===== src/rtl/ysyx_22050854_pkg.sv =====
// Shared widths and operand-source encoding for the operand-fetch stage.
package ysyx_22050854_pkg;

    localparam int unsigned XLEN   = 64;
    localparam int unsigned REG_AW = 5;
    localparam int unsigned NREG   = 32;

    typedef enum logic [1:0] {
        SRC_RF   = 2'd0,
        SRC_WB   = 2'd1,
        SRC_ZERO = 2'd2
    } src_sel_e;

endpackage


===== src/rtl/ysyx_22050854_scoreboard.sv =====
// Busy-bit scoreboard: one bit per architectural register, x0 never busy.
// Same-cycle clear and set on one register resolves to set.
module ysyx_22050854_scoreboard
    import ysyx_22050854_pkg::*;
(
    input  logic              clk,
    input  logic              rst_n,
    input  logic              i_flush,
    input  logic              i_clr_en,
    input  logic [REG_AW-1:0] i_clr_addr,
    input  logic              i_set_en,
    input  logic [REG_AW-1:0] i_set_addr,
    input  logic [REG_AW-1:0] i_rd_addr1,
    input  logic [REG_AW-1:0] i_rd_addr2,
    input  logic [REG_AW-1:0] i_waw_addr,
    output logic              o_busy1_c,
    output logic              o_busy2_c,
    output logic              o_busy_waw_c
);

    logic [NREG-1:0] r_busy;
    logic [NREG-1:0] w_busy_nxt;

    always_comb begin
        w_busy_nxt = r_busy;
        if (i_clr_en) w_busy_nxt[i_clr_addr] = 1'b0;
        if (i_set_en) w_busy_nxt[i_set_addr] = 1'b1;
        w_busy_nxt[0] = 1'b0;
    end

    always_ff @(posedge clk or negedge rst_n) begin
        if (!rst_n)       r_busy <= '0;
        else if (i_flush) r_busy <= '0;
        else              r_busy <= w_busy_nxt;
    end

    assign o_busy1_c    = r_busy[i_rd_addr1];
    assign o_busy2_c    = r_busy[i_rd_addr2];
    assign o_busy_waw_c = r_busy[i_waw_addr];

endmodule


===== src/rtl/ysyx_22050854_operand_fetch.sv =====
// Operand fetch: hazard stall, optional writeback bypass, registered output slot.
// Bypass is enabled by defining YSYX_22050854_OPFWD_EN.
module ysyx_22050854_operand_fetch #(
    parameter int unsigned XLEN   = ysyx_22050854_pkg::XLEN,
    parameter int unsigned REG_AW = ysyx_22050854_pkg::REG_AW
) (
    input  logic              clk,
    input  logic              rst_n,
    input  logic              flush,
    input  logic              in_valid,
    output logic              in_ready,
    input  logic [REG_AW-1:0] in_rs1,
    input  logic [REG_AW-1:0] in_rs2,
    input  logic [REG_AW-1:0] in_rd,
    input  logic              in_rd_wen,
    input  logic [XLEN-1:0]   in_pc,
    output logic [REG_AW-1:0] rf_raddra,
    output logic [REG_AW-1:0] rf_raddrb,
    input  logic [XLEN-1:0]   rf_rdata1,
    input  logic [XLEN-1:0]   rf_rdata2,
    input  logic              wb_valid,
    input  logic              wb_wen,
    input  logic [REG_AW-1:0] wb_rd,
    input  logic [XLEN-1:0]   wb_data,
    output logic              out_valid,
    input  logic              out_ready,
    output logic [XLEN-1:0]   out_rs1_val,
    output logic [XLEN-1:0]   out_rs2_val,
    output logic [REG_AW-1:0] out_rd,
    output logic              out_rd_wen,
    output logic [XLEN-1:0]   out_pc
);

    import ysyx_22050854_pkg::*;

    logic              w_wb_hit;
    logic              w_fwd1;
    logic              w_fwd2;
    logic              w_busy1;
    logic              w_busy2;
    logic              w_busy_waw;
    logic              w_raw1;
    logic              w_raw2;
    logic              w_waw;
    logic              w_accept;
    src_sel_e          w_sel1;
    src_sel_e          w_sel2;
    logic [XLEN-1:0]   w_op1;
    logic [XLEN-1:0]   w_op2;

    logic              r_valid;
    logic [XLEN-1:0]   r_rs1_val;
    logic [XLEN-1:0]   r_rs2_val;
    logic [REG_AW-1:0] r_rd;
    logic              r_rd_wen;
    logic [XLEN-1:0]   r_pc;

    assign rf_raddra = in_rs1;
    assign rf_raddrb = in_rs2;

    assign w_wb_hit = wb_valid && wb_wen && (wb_rd != '0);

`ifdef YSYX_22050854_OPFWD_EN
    assign w_fwd1 = w_wb_hit && (wb_rd == in_rs1);
    assign w_fwd2 = w_wb_hit && (wb_rd == in_rs2);
`else
    assign w_fwd1 = 1'b0;
    assign w_fwd2 = 1'b0;
`endif

    ysyx_22050854_scoreboard u_scoreboard (
        .clk          (clk),
        .rst_n        (rst_n),
        .i_flush      (flush),
        .i_clr_en     (w_wb_hit),
        .i_clr_addr   (wb_rd),
        .i_set_en     (w_accept && in_rd_wen),
        .i_set_addr   (in_rd),
        .i_rd_addr1   (in_rs1),
        .i_rd_addr2   (in_rs2),
        .i_waw_addr   (in_rd),
        .o_busy1_c    (w_busy1),
        .o_busy2_c    (w_busy2),
        .o_busy_waw_c (w_busy_waw)
    );

    // A writeback landing this cycle frees its register for a new writer.
    assign w_raw1 = (in_rs1 != '0) && w_busy1 && !w_fwd1;
    assign w_raw2 = (in_rs2 != '0) && w_busy2 && !w_fwd2;
    assign w_waw  = in_rd_wen && (in_rd != '0) && w_busy_waw
                    && !(w_wb_hit && (wb_rd == in_rd));

    assign in_ready = !flush && !w_raw1 && !w_raw2 && !w_waw
                      && (!r_valid || out_ready);
    assign w_accept = in_valid && in_ready;

    always_comb begin
        w_sel1 = SRC_RF;
        w_sel2 = SRC_RF;
        if (w_fwd1)               w_sel1 = SRC_WB;
        else if (in_rs1 == '0)    w_sel1 = SRC_ZERO;
        if (w_fwd2)               w_sel2 = SRC_WB;
        else if (in_rs2 == '0)    w_sel2 = SRC_ZERO;
    end

    always_comb begin
        w_op1 = rf_rdata1;
        w_op2 = rf_rdata2;
        case (w_sel1)
            SRC_WB:   w_op1 = wb_data;
            SRC_ZERO: w_op1 = '0;
            default:  w_op1 = rf_rdata1;
        endcase
        case (w_sel2)
            SRC_WB:   w_op2 = wb_data;
            SRC_ZERO: w_op2 = '0;
            default:  w_op2 = rf_rdata2;
        endcase
    end

    always_ff @(posedge clk or negedge rst_n) begin
        if (!rst_n) begin
            r_valid   <= 1'b0;
            r_rs1_val <= '0;
            r_rs2_val <= '0;
            r_rd      <= '0;
            r_rd_wen  <= 1'b0;
            r_pc      <= '0;
        end else if (flush) begin
            r_valid <= 1'b0;
        end else if (w_accept) begin
            r_valid   <= 1'b1;
            r_rs1_val <= w_op1;
            r_rs2_val <= w_op2;
            r_rd      <= in_rd;
            r_rd_wen  <= in_rd_wen;
            r_pc      <= in_pc;
        end else if (out_ready) begin
            r_valid <= 1'b0;
        end
    end

    assign out_valid   = r_valid;
    assign out_rs1_val = r_rs1_val;
    assign out_rs2_val = r_rs2_val;
    assign out_rd      = r_rd;
    assign out_rd_wen  = r_rd_wen;
    assign out_pc      = r_pc;

endmodule

===== config.mk =====
export PLATFORM = sky130hd
export DESIGN_NAME = ysyx_22050854_operand_fetch
export DESIGN_NICKNAME = d
export VERILOG_FILES = /design/src/rtl/ysyx_22050854_pkg.sv /design/src/rtl/ysyx_22050854_scoreboard.sv /design/src/rtl/ysyx_22050854_operand_fetch.sv
export SDC_FILE = /design/constraint.sdc
export NUM_CORES = 1
export LEC_CHECK = 0
export ABC_AREA = 1
export CELL_PAD_IN_SITES_DETAIL_PLACEMENT = 0
export CELL_PAD_IN_SITES_GLOBAL_PLACEMENT = 1
export CORE_MARGIN = 2
export CORE_UTILIZATION = 30
export DETAILED_ROUTE_END_ITERATION = 16
export GPL_TIMING_DRIVEN = 0
export HOLD_SLACK_MARGIN = 0.06
export PLACE_DENSITY = 0.86
export RECOVER_POWER = 50
export REMOVE_ABC_BUFFERS = 1
export SYNTH_ARGS = -nofsm -noshare
export SYNTH_HDL_FRONTEND = slang
export SYNTH_HIERARCHICAL = 1
export SYNTH_SLANG_ARGS = --single-unit
export TNS_END_PERCENT = 5

===== constraint.sdc =====
create_clock -name clk -period 5.5 [get_ports clk]
set_input_delay 1.65 -clock clk [delete_from_list [all_inputs] [get_ports clk]]
set_output_delay 1.65 -clock clk [all_outputs]
set_load 0.02 [all_outputs]

* Word-level counts from Yosys, hierarchy flattened *
Cells that the tools add are included.

cells by class
  reduce and logical (&&, ||, !) cells = 31
  magnitude comparators = 6
  bitwise logic cells = 4
  equal/unequal tests = 5
  multiplexer cells = 20

operators by type and width
  kind                                                                                 count
  64-bit case mux with 2 select lines                                                  2
  32-bit two-way mux                                                                   3
  32-bit AND                                                                           1
  32-bit NOT                                                                           1
  32-bit OR                                                                            1
  5-bit by 6-bit < comparator with 1-bit output, second input constant                 4
  5-bit nonzero test                                                                   4
  1-bit logical AND                                                                    16
  1-bit binary-select mux with 5-bit select                                            3
  1-bit demux with 5-bit select                                                        2
  5-bit by 1-bit greater-or-equal comparator with 1-bit output, second input constant  2
  5-bit zero test                                                                      2
  1-bit two-way mux                                                                    8
  1-bit zero test                                                                      6
  5-bit == test                                                                        1
  2-bit by 1-bit == test with 1-bit output, second input constant                      2
  2-bit == test, second input constant                                                 2
  2-bit two-way mux                                                                    2
  3-bit nonzero test                                                                   1
  2-bit AND reduction                                                                  1
  1-bit logical OR                                                                     1
  1-bit NOT                                                                            1

storage, ports and cells
  input port bits = 284
  output and inout port bits = 210
  word-level logic and storage cells = 73
  flip-flop bits (word level) = 231

* Longest topological paths before layout *
Gate-level depths: netlist (run 1).

  depth after elaboration = 12
  gate-level depth with buffers = 22
  gate-level depth less buffers = 18

* Cells and area by module *
Netlist (run 1), hierarchy kept.

by module, submodules not included
  module                       area each (µm²)  cells each  seq. area each (µm²)  instances
  ysyx_22050854_operand_fetch  9526.6           1205        4979.8                1
  ysyx_22050854_scoreboard     2477.4           393         775.7                 1

* Worst setup path after synthesis (run 1) *
No wires, ideal clock.

  kind = input to output
  start point = input port in_rs2[0]
  end point = output port in_ready
  buffers on the path = 4
  required time = 3.850 ns
  arrival = 3.065 ns
  stages on the path = 16
  setup slack = 0.785 ns
  cell sequence = buf_6 buf_4 nand2_1 nand3_1 nand3_1 nand2_1 nand2_1 nand2_1 nand2_1 nand2_1 nand2_1 inv_1 nor2_1 buf_4 buf_4 and2_1

between the ends
  word-level cells in the longest chain between the ends = 7
  elaborated cells between the ends (all ways) = 8
  those cells by class = mux: 2; reduce/logical: 6

RTL lines
  element                                    line                               text
  start, declared                            ysyx_22050854_operand_fetch.sv:13  input logic [REG_AW-1:0] in_rs2,
  1-bit binary-select mux with 5-bit select  ysyx_22050854_scoreboard.sv:38     assign o_busy2_c = r_busy[i_rd_addr2];
  1-bit two-way mux (not written as such)    ysyx_22050854_scoreboard.sv:38
  via w_busy2                                ysyx_22050854_operand_fetch.sv:40  logic w_busy2;
  1-bit logical AND                          ysyx_22050854_operand_fetch.sv:89  assign w_raw2 = (in_rs2 != '0) && w_busy2 && !w_fwd2;
  1-bit zero test                            ysyx_22050854_operand_fetch.sv:93  assign in_ready = !flush && !w_raw1 && !w_raw2 && !w_waw
  1-bit logical AND (2 in series)            ysyx_22050854_operand_fetch.sv:93
  1-bit logical AND                          ysyx_22050854_operand_fetch.sv:94  && (!r_valid || out_ready);
  end, declared                              ysyx_22050854_operand_fetch.sv:11  output logic in_ready,

The timed path passes the listed nets, and every way through them passes these cells. The select of a mux whose other input is x is not followed.

* Worst setup path in the final report (run 1) *
  start point = input port flush
  end point = output port in_ready

between the ends
  word-level cells in the longest chain between the ends = 5

RTL lines
  element                          line                               text
  start, declared                  ysyx_22050854_operand_fetch.sv:9   input logic flush,
  1-bit zero test                  ysyx_22050854_operand_fetch.sv:93
  1-bit logical AND (3 in series)  ysyx_22050854_operand_fetch.sv:93
  1-bit logical AND                ysyx_22050854_operand_fetch.sv:94

Every way passes these cells.

==> results of run 1 <==
==> logic make-up (layout without fill, tap and decap cells) <==
logic type	Yosys count	count (layout)
simple gates	1005	1009
flops	230	230
buf+inv	295	674
compound gates	64	64
xor+xnor	4	4
==> cell type report <==
cell class	instances	area, sq um
clock buffer	42	864.6
clock inverter	11	63.81
fill	3962	21970
inverter	168	641.9
multi-input combinational	1077	4976
sequential	230	5756
tap	525	656.9
timing repair buffer	453	4713
==> layer usage <==
metal	vias to the layer above	GRT usage, %
met5	-	0
met4	2	6.315
met3	82	5.644
met2	439	33.35
met1	5934	26.09
li1	5848	-
==> state kept, by name (all words and copies together) (netlist names) <==
signal               flops
out_rd                   5
out_rd_wen               1
out_valid                1
out_pc                  64
out_rs2_val             64
u_scoreboard/r_busy     31
out_rs1_val             64
==> what timing repair did <==
item                                    4_1_cts  5_1_grt
resized for setup                            58        0
buffers inserted                              8        0
endpoints found under the setup margin       63        0
==> synthesized netlist by cell type, drive strengths merged <==
master  count
and2        1
a21oi      32
nand4     198
nand3b      1
inv       168
nor2        8
nand2     692
nor3       15
xor2        3
dfrtp     230
buf        86
clkbuf     41
nand3      90
xnor2       1
o21ai      32
==> metrics by stage <==
stage	worst slack [ns]	area, sq um	hold slack, ns
2_1_floorplan	-10.37	11230	0.5075
3_3_place_gp	-22.79	16180	0.4521
3_5_place_dp	-1.547	16560	0.4570
4_1_cts	0.1760	17700	0.4716
5_1_grt	0.02386	17670	0.4860
6_report	0.1509	17670	0.4624
==> worst max-delay path by stage <==
stage | to | slack [ns] | cells after the start
2_1_floorplan | out_valid | -10.37 | 7
3_3_place_gp | out_pc[58] | -22.79 | 9
3_5_place_dp | in_ready | -1.55 | 16
4_1_cts | in_ready | 0.18 | 7
5_1_grt | in_ready | 0.02 | 7
6_report | in_ready | 0.15 | 7
==> report_power, final <==
part	internal (uW)	switching, uW	leakage (uW)
sequential	2090	212	0.00292
combinational	982	1280	0.00569
clock	1080	755	0.000463
total	4160	2240	0.00908
==> critical path, stage by stage <==
cell	delay (ns)
dlygate4sd2_1	1.06
a21oi_1	0.09
nand2_1	0.17
nor2_4	0.07
buf_12	0.16
and2_1	0.16
dlygate4sd2_1	0.31
==> flow_metrics.tcl, run 1 <==
set metrics [dict create \
    status "finished, violations left" \
    violations "max-capacitance violations, max-slew violations" \
    setup_violations 0 \
    coreArea_sq_mm 0.03964 \
    cts_max_level 1 \
    power_density_mw_per_mm2 362.3 \
    cts_root_buf "clkbuf_16" \
    grt_pass1_vias 11920 \
    clk_path_buf_depth 3 \
    gr-total-overflow 0 \
    maxUsedRoutingLayer "met5" \
    diodes 0 \
    finalWirelength_um 43720 \
    final_cell_mix "nand2_1 (689), clkdlybuf4s50_1 (306), dfrtp_1 (230)" \
    clock_latency_ns 0.57 \
    drc 0 \
    dieArea_sq_mm 0.04163 \
    min_from "out_pc[50]" \
    final_common_cell "nand2_1" \
    grt_pass1_wl_um 67880 \
    drive_gt1_share_pct 6.159 \
    die_h_um 204.0 \
    drt_iter0_drc 862 \
    synthTopCellsByArea "dfrtp_1 (48%), nand2_1 (22%), nand4_1 (10%)" \
    fin_skew_ns 0.02694 \
    slew_headroom_pct -38.33 \
    hold_class "flip-flop to flip-flop" \
    finalCriticalPeriod_ns 5.349 \
    antenna_found_initial 1 \
    clkTransAtPathRegs_ns 0.06 \
    max_freq_ghz 0.1869 \
    muxShareOfSynthArea_pct 0 \
    syn_area_per_cell_sq_um 7.512 \
    synth_top_cell_by_area "dfrtp_1" \
    finalPower_uw 6403 \
    synth_cells 1598 \
    crit_fanout 33 \
    met3_length_um 3379 \
    synth_compound_area_share_pct 2.668 \
    first_pass_iters 5 \
    worst_slew_pin_slew_ns 2.075 \
    reg2reg_depth 21 \
    syn_area_sq_mm 0.01200 \
    synth_xor_area_share_pct 0.2918 \
    io_buffer_count 429 \
    grt_usage_pct 20.36 \
    cts_hold_buf 0 \
    hpwl_um 27590 \
    arrival_ns 3.70 \
    hold_depth 2 \
    max-cap-violations 1 \
    crit_path_start_kind "primary input" \
    crit_start "flush" \
    ios 494 \
    ys_ff_latch 230 \
    viasPerCell 4.910 \
    holdPathEnd "out_pc[50]" \
    synth_top_area_share_pct 47.95 \
    finalNetCount 2243 \
    final_util_pct 44.58 \
    clock_sinks 230 \
    leakagePower_uw 0.009077 \
    post-route-period-util_pct 97.26 \
    path_class "primary input to primary output" \
    yosysSeqAreaShare_pct 47.95 \
    start_util_pct 30.28 \
    num_vias 12310 \
    drv_slew 63 \
    cp-end-kind "primary output" \
    grt_start_max_net_pins 111 \
    ff2ff_setup_slack_ns 1.68 \
    ys_types 22 \
    wl_per_cell_um 17.44 \
    fp.dieW_um 204.0 \
    cts_tree "yes" \
    place_congestion 0.8524 \
    required_ns 3.85 \
    r2r-end "out_rs1_val[20]" \
    cts_buffers 29 \
    synth_top_family_by_area "simple AND/OR/NAND/NOR gates" \
    area_growth_pct 47.22 \
    ir_drop_v 0.0002004 \
    num_rows 73 \
    fin_cells 2506 \
    synth-simple-area-share_pct 37.31 \
    rsz0062_at_grt "false" \
    synth_fa_ha_area_share_pct 0 \
    fin_setup_tns_ns 0 \
    ant_nets 0 \
    place_inst 2439 \
    reg2reg_from "u_scoreboard/r_busy[3]" \
    met1_length_um 17910 \
    synth_warnings 6 \
    hold_violations 0 \
    met2_wirelength_um 21020 \
]
Note: power is estimated with default switching activity, not from simulation.
==> run 2, diff against run 1 <==
--- a/config.mk
+++ b/config.mk
@@ -8,6 +8,5 @@
 export ABC_AREA = 1
-export CELL_PAD_IN_SITES_DETAIL_PLACEMENT = 0
-export CELL_PAD_IN_SITES_GLOBAL_PLACEMENT = 1
 export CORE_MARGIN = 2
 export CORE_UTILIZATION = 30
+export CTS_CLUSTER_SIZE = 24
 export DETAILED_ROUTE_END_ITERATION = 16
@@ -15,3 +14,3 @@
 export HOLD_SLACK_MARGIN = 0.06
-export PLACE_DENSITY = 0.86
+export PLACE_DENSITY = 0.65
 export RECOVER_POWER = 50
--- a/constraint.sdc
+++ b/constraint.sdc
@@ -3,2 +3,2 @@
 set_output_delay 1.65 -clock clk [all_outputs]
-set_load 0.02 [all_outputs]
+set_load 0.005 [all_outputs]
==> flow_metrics.tcl, run 2 (synthesis gave the netlist of run 1 again) <==
set metrics [dict create \
    status "finished, violations left" \
    violations "max-capacitance violations, max-slew violations" \
    worst_slew_pin_slew_ns 2.936 \
    grt_start_max_net_pins 124 \
    coreArea_sq_mm 0.03964 \
    antenna_found_initial 2 \
    grt_usage_pct 20.35 \
    dieArea_sq_mm 0.04163 \
    path_class "primary input to primary output" \
    cp-end-kind "primary output" \
    cts_buffers 29 \
    timing.hold.ws_ns 0.4599 \
    leakagePower_uw 0.009107 \
    cts_tree "yes" \
    max-cap-violations 1 \
    cts_root_buf "clkbuf_16" \
    clock_latency_ns 0.57 \
    drc 0 \
    slew_headroom_pct -95.76 \
    start_util_pct 30.28 \
    io_buffer_count 429 \
    fp.dieW_um 204.0 \
    ios 494 \
    viasPerCell 4.904 \
    post-route-period-util_pct 97.70 \
    cts_max_level 1 \
    reg2reg_depth 18 \
    drv_slew 111 \
    drt_iter0_drc 1018 \
    hold_class "flip-flop to flip-flop" \
    hold_depth 2 \
    crit_fanout 12 \
    clk_path_buf_depth 3 \
    area_growth_pct 48.07 \
    hold_violations 0 \
    wl_per_cell_um 17.62 \
    max_freq_ghz 0.1861 \
    clock_sinks 230 \
    num_rows 73 \
    final_common_cell "nand2_1" \
    grt_pass1_wl_um 67500 \
    place_congestion 0.8899 \
    final_cell_mix "nand2_1 (689), clkdlybuf4s50_1 (309), dfrtp_1 (230)" \
    fin_skew_ns 0.01273 \
    setup_violations 0 \
    grt_pass1_vias 11770 \
    num_vias 12310 \
    power_density_mw_per_mm2 344.9 \
    required_ns 3.85 \
    drive_gt1_share_pct 6.351 \
    clkTransAtPathRegs_ns 0.05 \
    hpwl_um 27520 \
    crit_path_start_kind "primary input" \
    place_inst 2440 \
    first_pass_iters 5 \
    finalCriticalPeriod_ns 5.373 \
    post-route-worst-setup-slack_ns 0.1266 \
    finalNetCount 2245 \
    ir_drop_v 0.0002142 \
    gr-total-overflow 0 \
    pre_cts_slack_ns -1.221 \
    die_h_um 204.0 \
    ant_nets 0 \
    finalWirelength_um 44260 \
    arrival_ns 3.72 \
    rsz0062_at_grt "false" \
    fin_cells 2511 \
]
## run 2: per-layer routing
metal	global-route usage, %	part of all wire, %	up-vias
met5	0	0	-
met4	7.272	3.8	0
met3	6.154	9.7	89
met2	32.67	46	557
met1	25.94	41	5788
li1	-	-	5879
## run 2: cell type report
type,instances,area (sq um)
Inverter,168,649.4
Clock inverter,16,214.0
Multi-Input combinational cell,1078,4982
Tap cell,525,656.9
Antenna cell,2,5.005
Sequential cell,230,5756
Clock buffer,38,809.5
Timing Repair Buffer,454,4702
Fill cell,3943,21870
## run 2: timing repair
| item | in CTS | in global routing |
|---|---|---|
| gates resized for setup | 47 | 16 |
| hold buffers | 0 | 0 |
| hold endpoints to repair | 0 | 0 |
| buffers inserted | 7 | 2 |
| setup endpoints to repair | 30 | 1 |
| pin swaps | 6 | 2 |
| gates cloned | 5 | 1 |
## run 2: through the flow
step / TNS (ns) / instance area (sq um) / total power, uW / util (%)
after floorplan: -2202.59 / 11230 / 2873 / -
after global placement: -6744.10 / 16180 / 4153 / 40.82
after detailed placement: -82.87 / 16590 / 4186 / 41.84
after CTS: 0 / 17760 / 6304 / 44.81
after global routing: 0 / 17770 / 6481 / 44.83
final: 0 / 17770 / 6131 / 44.84
## run 2: critical path, cell delays in order
cell and delay [ns]:
clkdlybuf4s15_1 0.34, inv_1 0.16, nand3_1 0.11, nand2_1 0.08
nand2_1 0.06, nand2_1 0.06, nand2_1 0.05, nand2_1 0.05
nand2_1 0.06, inv_1 0.10, nor2_4 0.18, buf_12 0.17
and2_1 0.14, clkdlybuf4s50_1 0.49
## run 2: path summary, 6_finish.rpt
kind                                              from              end  slack (ns)
worst max-delay path                         in_rs2[2]         in_ready        0.13
worst max register to register  u_scoreboard/r_busy[5]  out_rs2_val[28]        1.99
min in group asynchronous                        rst_n        out_pc[2]        1.09
worst min-delay path                   out_rs1_val[48]  out_rs1_val[48]        0.46
worst min register to register         out_rs1_val[48]  out_rs1_val[48]        0.46
max in group asynchronous                        rst_n       out_pc[55]        1.12
## run 2: report_power, final
part | switching (uW) | leakage (uW) | internal (uW)
clock | 775 | 0.000505 | 1270
combinational | 814 | 0.00568 | 976
sequential | 207 | 0.00292 | 2090
